### config.mk
export PLATFORM = sky130hd
export DESIGN_NAME = digit_scan_ctrl
export DESIGN_NICKNAME = d
export VERILOG_FILES = /design/src/rtl/digit_scan_ctrl.sv
export SDC_FILE = /design/constraint.sdc
export NUM_CORES = 1
export LEC_CHECK = 0
export BUFFER_PORTS_ARGS = -buffer_cell sky130_fd_sc_hd__buf_2
export CAP_MARGIN = 40
export CORE_ASPECT_RATIO = 0.9
export CORE_MARGIN = 5
export CORE_UTILIZATION = 35
export DETAILED_ROUTE_END_ITERATION = 12
export PLACE_DENSITY = 0.59
export SKIP_CTS_REPAIR_TIMING = 1
export SYNTH_ARGS = -nofsm -noshare
export SYNTH_HDL_FRONTEND = slang
export SYNTH_SLANG_ARGS = --single-unit
export TNS_END_PERCENT = 50
### constraint.sdc
create_clock -name clk -period 3.4 [get_ports clk]
set_input_delay 0.68 -clock clk [delete_from_list [all_inputs] [get_ports clk]]
set_output_delay 0.68 -clock clk [all_outputs]
set_load 0.01 [all_outputs]
### src/rtl/digit_scan_ctrl.sv
// ============================================================================
// digit_scan_ctrl : time-multiplexed digit scanner for a 2-to-4 decoder.
//                   Holds each enabled position for a dwell time, blanks
//                   between positions and skips masked positions.
// Revision 1.0
// ============================================================================
`default_nettype none

module digit_scan_ctrl #(
   parameter int CNT_W = 16,
   parameter int DWELL = 1000,
   parameter int BLANK = 4
) (
   input  logic       clk,
   input  logic       rst,
   input  logic       run,
   input  logic [3:0] digit_mask,
   output logic [1:0] sel,
   output logic       sel_en,
   output logic       frame_pulse,
   output logic       busy
);

   localparam logic [1:0] S_IDLE   = 2'd0;
   localparam logic [1:0] S_ACTIVE = 2'd1;
   localparam logic [1:0] S_BLANK  = 2'd2;

   localparam logic [CNT_W-1:0] c_dwell_ld = CNT_W'(DWELL - 1);
   localparam logic [CNT_W-1:0] c_blank_ld = (BLANK > 0) ? CNT_W'(BLANK - 1) : '0;

   logic [1:0]       r_state;
   logic [CNT_W-1:0] r_cnt;

   logic [1:0]       w_state;
   logic [1:0]       w_sel;
   logic [CNT_W-1:0] w_cnt;
   logic             w_frame;
   logic             w_adv;
   logic [1:0]       w_next_idx;

   function automatic logic [1:0] f_lowest(input logic [3:0] m);
      logic [1:0] r;
      r = 2'd0;
      for (int k = 3; k >= 0; k--) begin
         if (m[k]) r = 2'(k);
      end
      return r;
   endfunction

   // Search order sel+1, sel+2, sel+3, sel; the nearest hit wins.
   function automatic logic [1:0] f_next(input logic [1:0] cur, input logic [3:0] m);
      logic [1:0] r;
      logic [1:0] idx;
      r = cur;
      for (int k = 4; k >= 1; k--) begin
         idx = cur + 2'(k);
         if (m[idx]) r = idx;
      end
      return r;
   endfunction

   assign w_next_idx = f_next(sel, digit_mask);

   always_comb begin
      w_state = r_state;
      w_sel   = sel;
      w_cnt   = r_cnt;
      w_frame = 1'b0;
      w_adv   = 1'b0;

      case (r_state)
         S_IDLE: begin
            if (run && (digit_mask != 4'd0)) begin
               w_state = S_ACTIVE;
               w_sel   = f_lowest(digit_mask);
               w_cnt   = c_dwell_ld;
            end
         end
         S_ACTIVE: begin
            if (!run) begin
               w_state = S_IDLE;
               w_cnt   = '0;
            end else if (!digit_mask[sel] || (r_cnt == '0)) begin
               if (BLANK > 0) begin
                  w_state = S_BLANK;
                  w_cnt   = c_blank_ld;
               end else begin
                  w_adv = 1'b1;
               end
            end else begin
               w_cnt = r_cnt - CNT_W'(1);
            end
         end
         S_BLANK: begin
            if (!run) begin
               w_state = S_IDLE;
               w_cnt   = '0;
            end else if (r_cnt == '0) begin
               w_adv = 1'b1;
            end else begin
               w_cnt = r_cnt - CNT_W'(1);
            end
         end
         default: begin
            w_state = S_IDLE;
            w_cnt   = '0;
         end
      endcase

      if (w_adv) begin
         if (digit_mask == 4'd0) begin
            w_state = S_IDLE;
            w_cnt   = '0;
         end else begin
            w_state = S_ACTIVE;
            w_sel   = w_next_idx;
            w_cnt   = c_dwell_ld;
            w_frame = (w_next_idx <= sel);
         end
      end
   end

   always_ff @(posedge clk or posedge rst) begin
      if (rst) begin
         r_state     <= S_IDLE;
         r_cnt       <= '0;
         sel         <= 2'd0;
         sel_en      <= 1'b0;
         frame_pulse <= 1'b0;
         busy        <= 1'b0;
      end else begin
         r_state     <= w_state;
         r_cnt       <= w_cnt;
         sel         <= w_sel;
         sel_en      <= (w_state == S_ACTIVE);
         frame_pulse <= w_frame;
         busy        <= (w_state != S_IDLE);
      end
   end

endmodule

`default_nettype wire

==> results.json <==
{
  "grt_pass1_vias": 1304,
  "start_util": 0.357,
  "final_max_slew_viol_count": 0,
  "dr.pass1.iters": 4,
  "gr-usage-all-layers": 0.126,
  "mostFrequentLayoutCell": "dfrtp_1",
  "ant_nets": 0,
  "syn_area_um2": 1580,
  "multiInputGateArea_um2": 931,
  "synth-edff-count": 0,
  "synthTopCellsByArea": "dfrtp_1 (36%), a21oi_1 (6.3%), nor2_1 (3.8%)",
  "io_pins": 12,
  "synth_seq_cells": 23,
  "synth_area_leader_cell": "dfrtp_1",
  "die_h_um": 73.8,
  "grt_max_degree": 18,
  "synthFlopType": "dfrtp_1",
  "p_leak_uw": 0.000749,
  "root_buffer": "clkbuf_8",
  "num_vias": 1371,
  "worstPathMaxFanout": 10,
  "die_width_um": 80.9,
  "setup_viol": 0,
  "endpoint_kind": "register",
  "worst_skew_pair.late_latency_ns": 0.27,
  "arrival_ns": 2.30,
  "synthDominantCellAreaShare": 0.363,
  "path_class": "register to register",
  "final_layout_size_suffix_gt1_frac": 0.147,
  "slew_headroom": 0.517,
  "dp_hpwl_um": 2540,
  "ys_types": 48,
  "grt_first_pass_wirelength_um": 6010,
  "tns_ns": 0,
  "skew_ns": 0.00270,
  "drcViolationCount": 0,
  "synthToLayoutAreaGrowth_pct": 11.1,
  "num_rows": 23,
  "gp_congestion": 0.778,
  "syn_area_per_cell_um2": 8.80,
  "vdd_drop_max_v": 0.000211,
  "die-area_um2": 5970,
  "r2r_cells": 7,
  "hold_violations": 0,
  "rr_startpoint": "r_cnt[0]",
  "crit_slowest_cell": "dfrtp_1",
  "cts_sinks": 23,
  "p_per_area_nw_per_um2": 668,
  "nNetsFinal": 203,
  "reg2reg_slack_ns": 1.28,
  "numCtsBuffers": 3,
  "ys_warn_count": 0,
  "status": "completed",
  "synthCells": 180,
  "hold_path.class": "primary input to asynchronous set/reset pin",
  "antenna_found_initial": 0,
  "maxCapViolations": 0,
  "htree_levels": 1,
  "wirelength_um": 3450,
  "nFillCells": 469,
  "port_buffers": 11,
  "reg2reg_to": "r_cnt[1]",
  "tightest_slew_ns": 0.718,
  "startpoint": "r_cnt[0]",
  "layout_common_cells": "dfrtp_1 (23), a21oi_1 (20), nor2_1 (16), inv_1 (13), nand2_1 (13)",
  "post-route-period-util": 0.623,
  "final-seq-area_um2": 576,
  "synth_seq_area_share": 0.363,
  "drt_iter0_drc": 152,
  "timing.fmax_mhz": 472,
  "clockBufferDepth": 2,
  "num_antenna_cells": 0,
  "routed_via_density": 5.42,
  "core_area_um2": 4430,
  "path_cells": "inv_1 > ha_1 > nor3b_1 > nand4_2 > and2_1 > a21o_1 > a211oi_1",
  "slowest_delay_ns": 0.44,
  "async_reset_ff_frac": 1.00,
  "synth_nets": 191,
  "cts_tree": "yes",
  "cp.required_ns": 3.58,
  "start_kind": "register",
  "min_period_ns": 2.12,
  "final_core_util": 0.397,
  "clk_pin_slew_ns": 0.08,
  "drt-wirelength-per-cell_um": 13.6,
  "gr-total-overflow": 0,
  "rsz0062_at_grt": "no"
}
## routing by layer
| layer | global-route usage | vias up | share of wire |
|---|---|---|---|
| li1 | - | 693 | - |
| met3 | 0.0123 | 6 | 0.019 |
| met4 | 0.0432 | 0 | 0.014 |
| met5 | 0 | - | 0 |
| met2 | 0.201 | 17 | 0.45 |
| met1 | 0.177 | 655 | 0.52 |
## cell usage after synthesis, drive strengths merged (2+ instances only)
library cell,count
dfrtp,23
a21oi,20
nor2,16
nand2,14
inv,13
o21ai,13
nor3,8
nor4,8
a31oi,5
o22a,5
or3,5
a21o,4
ha,4
o21a,4
buf,3
nand3,3
and2,2
clkbuf,2
mux2i,2
nand2b,2
nor2b,2
o2bb2ai,2
o32ai,2
## how the worst max path moves through the flow
stage,endpoint,cells past startpoint
after floorplan,r_cnt[9],7
after global placement,r_cnt[7],6
after detailed placement,r_cnt[11],6
after CTS,r_cnt[1],7
after global routing,r_cnt[1],7
final,r_cnt[1],7
## report_power, final
part           switching [µW]  internal, µW  leakage (µW)
combinational             279           237      0.000430
clock                    91.2          83.8     0.0000228
sequential                136           349      0.000296
total                     506           670      0.000749
## final cells by class
type | count | area share
clock buffers | 4 | 0.0256
repair buffers | 12 | 0.0469
inverters | 13 | 0.0277
multi-input cells | 139 | 0.529
flip-flops and latches | 23 | 0.327
well taps | 62 | 0.0441
## cells by family (layout without fill, tap and decap cells)
| kind of cell | count (synthesis) | count (layout) | synth area share |
|---|---|---|---|
| AND/OR/NAND/NOR | 67 | 67 | 0.252 |
| AO/OA/AOI/OAI | 62 | 62 | 0.259 |
| flip-flops | 23 | 23 | 0.363 |
| buffers and inverters | 18 | 29 | 0.0490 |
| adder cells (fa/ha/maj) | 4 | 4 | 0.0316 |
| multiplexers | 4 | 4 | 0.0340 |
| XOR/XNOR | 2 | 2 | 0.0111 |
## per-stage QoR
stage / worst slack (ns) / cells / cell area (µm²) / power [µW] / hold WS [ns]
global route: 1.11 / 253 / 1760 / 1280 / 0.380
detailed placement: 1.14 / 249 / 1720 / 1010 / 0.505
CTS: 1.28 / 253 / 1760 / 1180 / 0.363
floorplan: 1.25 / 180 / 1580 / 888 / 0.473
finish: 1.28 / 253 / 1760 / 1180 / 0.352
global placement: 1.16 / 248 / 1690 / 1000 / 0.512
## sequential cells by signal, summed over array words and instances, names as in the netlist
name / flops
sel: 2
frame_pulse: 1
r_state: 2
sel_en: 1
busy: 1
r_cnt: 16
## worst max-delay path, delay by kind of cell (launching register included)
family	cells	cell delay, ns
DFF	1	0.44
buffers and inverters	1	0.13
adders and majority gates	1	0.20
AOI/OAI and AO/OA	2	0.42
and+or+nand+nor	3	0.85
(Power assumes the default switching activity.)
